[config.mk]
export PLATFORM = sky130hd
export DESIGN_NAME = axi4_mem_master
export DESIGN_NICKNAME = d
export VERILOG_FILES = /design/src/rtl/axi4_mem_master_pkg.sv /design/src/rtl/axi4_mem_master.sv
export SDC_FILE = /design/constraint.sdc
export NUM_CORES = 1
export LEC_CHECK = 0
export ABC_AREA = 1
export CORE_MARGIN = 10
export CORE_UTILIZATION = 40
export CTS_CLUSTER_DIAMETER = 60
export DETAILED_ROUTE_END_ITERATION = 6
export GPL_ROUTABILITY_DRIVEN = 0
export MAX_ROUTING_LAYER = met4
export PLACE_DENSITY = 0.69
export SYNTH_ARGS = -nofsm -noshare
export SYNTH_HDL_FRONTEND = slang
export SYNTH_SLANG_ARGS = --single-unit
[constraint.sdc]
create_clock -name clk -period 9.1 [get_ports clk]
set_input_delay 1.82 -clock clk [delete_from_list [all_inputs] [get_ports clk]]
set_output_delay 1.82 -clock clk [all_outputs]
set_load 0.005 [all_outputs]
[src/rtl/axi4_mem_master_pkg.sv]
// Shared types and constants for the PicoRV32-style native-to-AXI4-lite
// memory master.
//   state_t   : controller states (idle, read address/data, write, write
//               response, one-cycle completion)
//   PROT_*    : AxPROT encodings for instruction fetches and data accesses
//   is_busy() : true in states where the watchdog counts
package axi4_mem_master_pkg;

  typedef enum logic [2:0] {
    IDLE  = 3'd0,
    RADDR = 3'd1,
    RDATA = 3'd2,
    WRITE = 3'd3,
    WRESP = 3'd4,
    DONE  = 3'd5
  } state_t;

  localparam logic [2:0] PROT_INSN = 3'b100;
  localparam logic [2:0] PROT_DATA = 3'b000;

  // States where the controller is waiting on the AXI responder.
  function automatic logic is_busy(input state_t s);
    return (s == RADDR) || (s == RDATA) || (s == WRITE) || (s == WRESP);
  endfunction

endpackage

[src/rtl/axi4_mem_master.sv]
// Native (picorv32 mem_*) request to single AXI4-lite transaction bridge.
// One request in flight at a time; completion is a one-cycle mem_ready pulse.
// Ports:
//   clk, rst                 clock, asynchronous active-high reset
//   mem_valid/instr/addr/wdata/wstrb   native request (wstrb==0 means read)
//   mem_ready, mem_rdata     completion pulse and last read data
//   mem_axi_aw*/w*/b*        AXI4-lite write channels
//   mem_axi_ar*/r*           AXI4-lite read channels
//   timeout_err, timeout_addr  sticky watchdog flag and first stuck address
// Every AXI output is a register; no valid depends combinationally on a ready.
module axi4_mem_master
  import axi4_mem_master_pkg::*;
#(
  parameter int unsigned TIMEOUT_CYCLES = 1024
) (
  input  logic        clk,
  input  logic        rst,
  input  logic        mem_valid,
  input  logic        mem_instr,
  input  logic [31:0] mem_addr,
  input  logic [31:0] mem_wdata,
  input  logic [3:0]  mem_wstrb,
  output logic        mem_ready,
  output logic [31:0] mem_rdata,
  output logic        mem_axi_awvalid,
  input  logic        mem_axi_awready,
  output logic [31:0] mem_axi_awaddr,
  output logic [2:0]  mem_axi_awprot,
  output logic        mem_axi_wvalid,
  input  logic        mem_axi_wready,
  output logic [31:0] mem_axi_wdata,
  output logic [3:0]  mem_axi_wstrb,
  input  logic        mem_axi_bvalid,
  output logic        mem_axi_bready,
  output logic        mem_axi_arvalid,
  input  logic        mem_axi_arready,
  output logic [31:0] mem_axi_araddr,
  output logic [2:0]  mem_axi_arprot,
  input  logic        mem_axi_rvalid,
  output logic        mem_axi_rready,
  input  logic [31:0] mem_axi_rdata,
  output logic        timeout_err,
  output logic [31:0] timeout_addr
);

  state_t      state_reg;
  logic [31:0] addr_reg;
  logic        aw_done_reg;
  logic        w_done_reg;
  logic [31:0] wdog_cnt_reg;

  logic aw_done_next;
  logic w_done_next;
  logic wdog_hit;

  always_comb begin
    // Flags include a handshake happening on this very edge, so AW and W
    // completing together move straight on to the response phase.
    aw_done_next = aw_done_reg | (mem_axi_awvalid & mem_axi_awready);
    w_done_next  = w_done_reg  | (mem_axi_wvalid  & mem_axi_wready);
    wdog_hit     = (TIMEOUT_CYCLES != 32'd0) && is_busy(state_reg) &&
                   (wdog_cnt_reg == TIMEOUT_CYCLES - 32'd1);
  end

  always_ff @(posedge clk or posedge rst) begin
    if (rst) begin
      state_reg       <= IDLE;
      addr_reg        <= '0;
      aw_done_reg     <= 1'b0;
      w_done_reg      <= 1'b0;
      wdog_cnt_reg    <= '0;
      mem_ready       <= 1'b0;
      mem_rdata       <= '0;
      mem_axi_awvalid <= 1'b0;
      mem_axi_awaddr  <= '0;
      mem_axi_awprot  <= PROT_DATA;
      mem_axi_wvalid  <= 1'b0;
      mem_axi_wdata   <= '0;
      mem_axi_wstrb   <= '0;
      mem_axi_bready  <= 1'b0;
      mem_axi_arvalid <= 1'b0;
      mem_axi_araddr  <= '0;
      mem_axi_arprot  <= PROT_DATA;
      mem_axi_rready  <= 1'b0;
      timeout_err     <= 1'b0;
      timeout_addr    <= '0;
    end else begin
      mem_ready    <= 1'b0;
      // Counts while waiting on the responder; every transition below
      // overrides this with a clear.
      wdog_cnt_reg <= is_busy(state_reg) ? wdog_cnt_reg + 32'd1 : 32'd0;

      // The watchdog only reports; the transaction keeps waiting.
      if (wdog_hit) begin
        timeout_err <= 1'b1;
        if (!timeout_err) begin
          timeout_addr <= addr_reg;
        end
      end

      case (state_reg)
        IDLE: begin
          if (mem_valid) begin
            addr_reg     <= mem_addr;
            wdog_cnt_reg <= '0;
            if (mem_wstrb == 4'b0000) begin
              mem_axi_arvalid <= 1'b1;
              mem_axi_araddr  <= mem_addr;
              mem_axi_arprot  <= mem_instr ? PROT_INSN : PROT_DATA;
              state_reg       <= RADDR;
            end else begin
              mem_axi_awvalid <= 1'b1;
              mem_axi_awaddr  <= mem_addr;
              mem_axi_awprot  <= PROT_DATA;
              mem_axi_wvalid  <= 1'b1;
              mem_axi_wdata   <= mem_wdata;
              mem_axi_wstrb   <= mem_wstrb;
              aw_done_reg     <= 1'b0;
              w_done_reg      <= 1'b0;
              state_reg       <= WRITE;
            end
          end
        end

        RADDR: begin
          if (mem_axi_arvalid && mem_axi_arready) begin
            mem_axi_arvalid <= 1'b0;
            mem_axi_rready  <= 1'b1;
            wdog_cnt_reg    <= '0;
            state_reg       <= RDATA;
          end
        end

        RDATA: begin
          if (mem_axi_rvalid && mem_axi_rready) begin
            mem_rdata      <= mem_axi_rdata;
            mem_ready      <= 1'b1;
            mem_axi_rready <= 1'b0;
            wdog_cnt_reg   <= '0;
            state_reg      <= DONE;
          end
        end

        WRITE: begin
          if (mem_axi_awvalid && mem_axi_awready) begin
            mem_axi_awvalid <= 1'b0;
          end
          if (mem_axi_wvalid && mem_axi_wready) begin
            mem_axi_wvalid <= 1'b0;
          end
          aw_done_reg <= aw_done_next;
          w_done_reg  <= w_done_next;
          if (aw_done_next && w_done_next) begin
            mem_axi_bready <= 1'b1;
            wdog_cnt_reg   <= '0;
            state_reg      <= WRESP;
          end
        end

        WRESP: begin
          if (mem_axi_bvalid && mem_axi_bready) begin
            mem_ready      <= 1'b1;
            mem_axi_bready <= 1'b0;
            wdog_cnt_reg   <= '0;
            state_reg      <= DONE;
          end
        end

        DONE: begin
          // mem_valid is still high here (requester drops it after
          // mem_ready), so it must not start a new transaction.
          wdog_cnt_reg <= '0;
          state_reg    <= IDLE;
        end

        default: begin
          state_reg <= IDLE;
        end
      endcase
    end
  end

endmodule

# Word-level counts from Yosys, hierarchy flattened
# Index checks and enable logic that the tools add are counted.
# op_classes
n_addsub	1
multipliers	0
div_mod_pow	0
magnitude_cmp	0
eq_ne	15
n_shift	0
n_mux	38
bitwise	6
n_reduce_logical	28
# op_table
op	count
32-bit two-way mux	6
32-bit one-hot mux with 6 select lines	1
32-bit by 1-bit adder with 32-bit output (second input constant)	1
32-bit by 10-bit == test with 1-bit output (second input constant)	1
3-bit two-way mux	6
1-bit one-hot mux with 2 select lines	8
1-bit two-way mux	15
3-bit one-hot mux with 5 select lines	1
3-bit AND reduction	5
2-bit by 1-bit != test with 1-bit output (second input constant)	6
4-bit AND reduction	3
2-bit nonzero test	4
1-bit logical AND	7
3-bit by 2-bit == test with 1-bit output (second input constant)	2
3-bit == test (second input constant)	2
2-bit != test (second input constant)	3
2-bit AND reduction	3
5-bit AND reduction	1
4-bit zero test	1
3-bit by 1-bit == test with 1-bit output (second input constant)	1
3-bit zero test	1
1-bit logical OR	3
1-bit AND	2
2-bit two-way mux	1
2 further kinds	4
# totals
reg_bits	243
latch_bits	0
ram_bits	0
mem_bits_ro	0
in_bits	109
output_inout_bits	177
wordCells	107
mem_count	0

# Depth between registers and ports, before layout
# logic_depth
ltp_word	7
depth_mapped	11
ltp_nobuf	10

# Least setup slack after synthesis
# Ideal clock, no wire load.
# synth_timing
path_kind	input port to flip-flop
startpoint	in mem_wstrb[2]
endpoint	reg mem_axi_wdata[10]
setup_time_ns	0.117
t_arrival_ns	2.670
t_required_ns	8.983
setup_slack_ns	6.313
stages	8
path_buffers	1
path_cell_list	nor2_1 > nand2_1 > nand3_1 > nor2_1 > inv_2 > clkbuf_1 > nand2_1 > nand2_1
# synth_via
elab_chain_cells	3
# synth_lines
item	line_no	source
from (decl)	axi4_mem_master.sv:22	input logic [3:0] mem_wstrb,
4-bit zero test	axi4_mem_master.sv:106	if (mem_wstrb == 4'b0000) begin
1-bit inverter (no line)	-	
3-bit AND reduction (no line)	-	
to (signal assigned)	axi4_mem_master.sv:116	mem_axi_wdata <= mem_wdata;
to (decl)	axi4_mem_master.sv:31	output logic [31:0] mem_axi_wdata,
# No other way between the ends.
# A chain may end at the register's enable or synchronous reset.

# Worst setup path after layout
# layout_timing
startpoint	in mem_wstrb[3]
endpoint	reg mem_axi_awaddr[24]
# layout_via
elab_chain_cells	3
# layout_lines
item	line_no	source
4-bit zero test	axi4_mem_master.sv:106	
1-bit inverter (no line)	-	
3-bit AND reduction (no line)	-	
to (signal assigned)	axi4_mem_master.sv:113	mem_axi_awaddr <= mem_addr;
to (decl)	axi4_mem_master.sv:27	output logic [31:0] mem_axi_awaddr,
# No other way between the ends.

==> flow_summary.toml <==
[setup_path]
crit_path_frequent_cell = "buf_4"
critPathKind = "input port to flop"
rr_startpoint = "wdog_cnt_reg[0]"
crit_start = "mem_wstrb[3]"
worstPathRequired_ns = 9.47
crit_path_start_kind = "input port"
cp_slowest_cell = "clkdlybuf4s50_1"
crit_fanout = 52
cpPeakStageDelay_ns = 0.55
crit_buf_inv = 5
critPathCaptureType = "flop"
arrival_ns = 4.39
worstPathCellList = "clkdlybuf4s50_1 > nor2_1 > nand2_1 > buf_4 > nand3_1 > nor2_2 > buf_4 > inv_2 > buf_4 > nand2_1 > o21ai_0"
path_delay_family = "buffers and inverters"

[route]
wire_per_inst_um = 17.0
firstDrtPassIters = 5
drt_iter0_markers = 632
vias_per_cell = 4.84
num_vias = 8700
antenna_left = 0
route.detailed.drc = 0
routed_wl_um = 30600

[sta]
fin_hold_ws_ns = 0.468
period_minus_slack_ns = 4.02
clock.fmax_mhz = 249
setup-tns-final_ns = 0
finalSetupViolations = 0
drv_slew = 0
period_share = 0.442
slew_headroom = 0.263
rsz0062_at_grt = "false"
clock_skew_ns = 0.0143
hold_viol_final = 0
tightestPinTransition_ns = 1.10

[pwr]
ir_worst_vdd_mv = 0.230
cellLeakagePower_nw = 6.66
p_per_area_nw_per_um2 = 296

[clock_network]
clk_pin_slew_worst_paths_ns = 0.06
cts_made_buffers = 29
cts.repair.resized = 0
ctsHoldBuffers = 0
clock_sinks = 241
ctsHtreeMaxLevel = 1
cts_setup_buffers = 0
cts_tree = "built"
clock_tree.root_cell = "clkbuf_16"
clk_path_buf_depth = 3
clk-insertion-delay-late_ns = 0.55

[yosys]
yosysWarnings = 0
synth.yosys.seq_area_share = 0.595
synth.ff_latch_count = 241
netlist_area_um2 = 10100
synth_top_cell_by_area = "dfrtp_1"
synth_cell_types = 32
syn_inst = 1178
netlist.area_leader.share = 0.595
syn_avg_cell_area_um2 = 8.60
synth_area_leaders = "dfrtp_1 59%, nand2_1 19%, o21ai_0 4.5%, nor2_1 3.8%, nand4_1 2.5%"

[placed_design]
dp.cells = 1746
io_buffers = 280
place_area_um2 = 13100
hpwl_um = 21900

[worst_hold_path]
hold_path.class = "flop to flop"
hold_start = "timeout_addr[2]"

[layout]
synthToLayoutAreaGrowth_pct = 39.3
layout-drive-gt1-share = 0.0634
nNetsFinal = 1558
final_common_cell = "nand2_1"
final_cells = 1798
num-fill-cells = 2281
final_cell_area_um2 = 14100
final_cell_mix = "511 x nand2_1, 280 x clkdlybuf4s50_1, 241 x dfrtp_1"

[floorplanning]
initial_utilization = 0.405
rows = 58
fp.dieH_um = 179
coreArea_um2 = 25000
die_area_um2 = 32100
die_w_um = 179
ios = 286

[status]
status = "finished clean"

[grt]
gr-total-overflow = 0
grt_max_degree = 99
grt_pass1_vias = 8863
antenna_found_initial = 1
grt_pass1_wl_um = 47600
grt_util_all_layers = 0.191

[job]
maxCapViolCount = 0
## report_power, final
group / internal, W / switching [W]
Sequential: 0.00143 / 0.000212
Clock: 0.000704 / 0.000450
Combinational: 0.000693 / 0.000688
Total: 0.00283 / 0.00135
## worst paths after layout
kind | to | slack, ns | cells past startpoint
hold / removal | timeout_addr[2] | 0.47 | 2
setup reg to reg | timeout_addr[7] | 6.64 | 10
min in group asynchronous | mem_rdata[13] | 1.80 | 2
hold reg to reg | timeout_addr[2] | 0.47 | 2
max in group asynchronous | mem_axi_wstrb[1] | 5.86 | 3
setup / recovery | mem_axi_awaddr[24] | 5.08 | 11
## logic make-up (layout without fill, tap and decap cells)
group / Yosys count / after routing / synth area share
fa+ha+maj: 2 / 2 / 0.00247
xor+xnor: 13 / 13 / 0.0112
flops: 241 / 241 / 0.595
simple gates: 709 / 709 / 0.287
buf+inv: 103 / 388 / 0.0488
compound gates: 109 / 109 / 0.0548
other cells: 1 / 6 / 0.000370
## final cells by class
| class | instances | area (um2) | area share |
|---|---|---|---|
| clock buffer | 43 | 888 | 0.0629 |
| timing repair buffer | 289 | 2870 | 0.203 |
| tap | 330 | 413 | 0.0293 |
| clock inverter | 8 | 95.1 | 0.00674 |
| antenna | 1 | 2.50 | 0.000177 |
| multi-input combinational | 838 | 3630 | 0.257 |
| sequential | 241 | 6030 | 0.427 |
| inverter | 48 | 188 | 0.0133 |
## stage by stage
stage / setup slack [ns] / total power [W] / util
global placement: 4.60 / 0.00302 / 0.524
global route: 4.89 / 0.00445 / 0.564
detailed placement: 4.51 / 0.00305 / 0.524
finish: 5.08 / 0.00418 / 0.564
floorplan: 0.664 / 0.00222 / -
CTS: 5.11 / 0.00423 / 0.564
## layer usage
layer	up-vias	wire (um)	GRT usage
met5	-	0	-
met4	0	463	0.0420
met3	29	2790	0.0626
met2	284	14200	0.297
met1	4137	13200	0.238
li1	4250	-	-
## cell usage after synthesis (all sizes together)
| library cell | instances |
|---|---|
| nor3 | 1 |
| nand3 | 29 |
| ha | 2 |
| dfrtp | 241 |
| clkinv | 1 |
| buf | 37 |
| o21ai | 103 |
| nand2 | 524 |
| clkbuf | 18 |
| nand4 | 41 |
| conb | 1 |
| a21oi | 3 |
| xnor2 | 8 |
| and3 | 1 |
| and2 | 1 |
| xor2 | 5 |
| nor2 | 112 |
| o21a | 2 |
| o22ai | 1 |
| inv | 47 |
## worst reg2reg max path, delay by kind of cell, from the launching register on
| kind | cells | cell delay, ns |
|---|---|---|
| AND/OR/NAND/NOR | 7 | 1.55 |
| adder cells (fa/ha/maj) | 1 | 0.26 |
| flip-flops | 1 | 0.42 |
| buffers and inverters | 2 | 0.12 |
No activity file was read; power rests on OpenSTA's default activity.
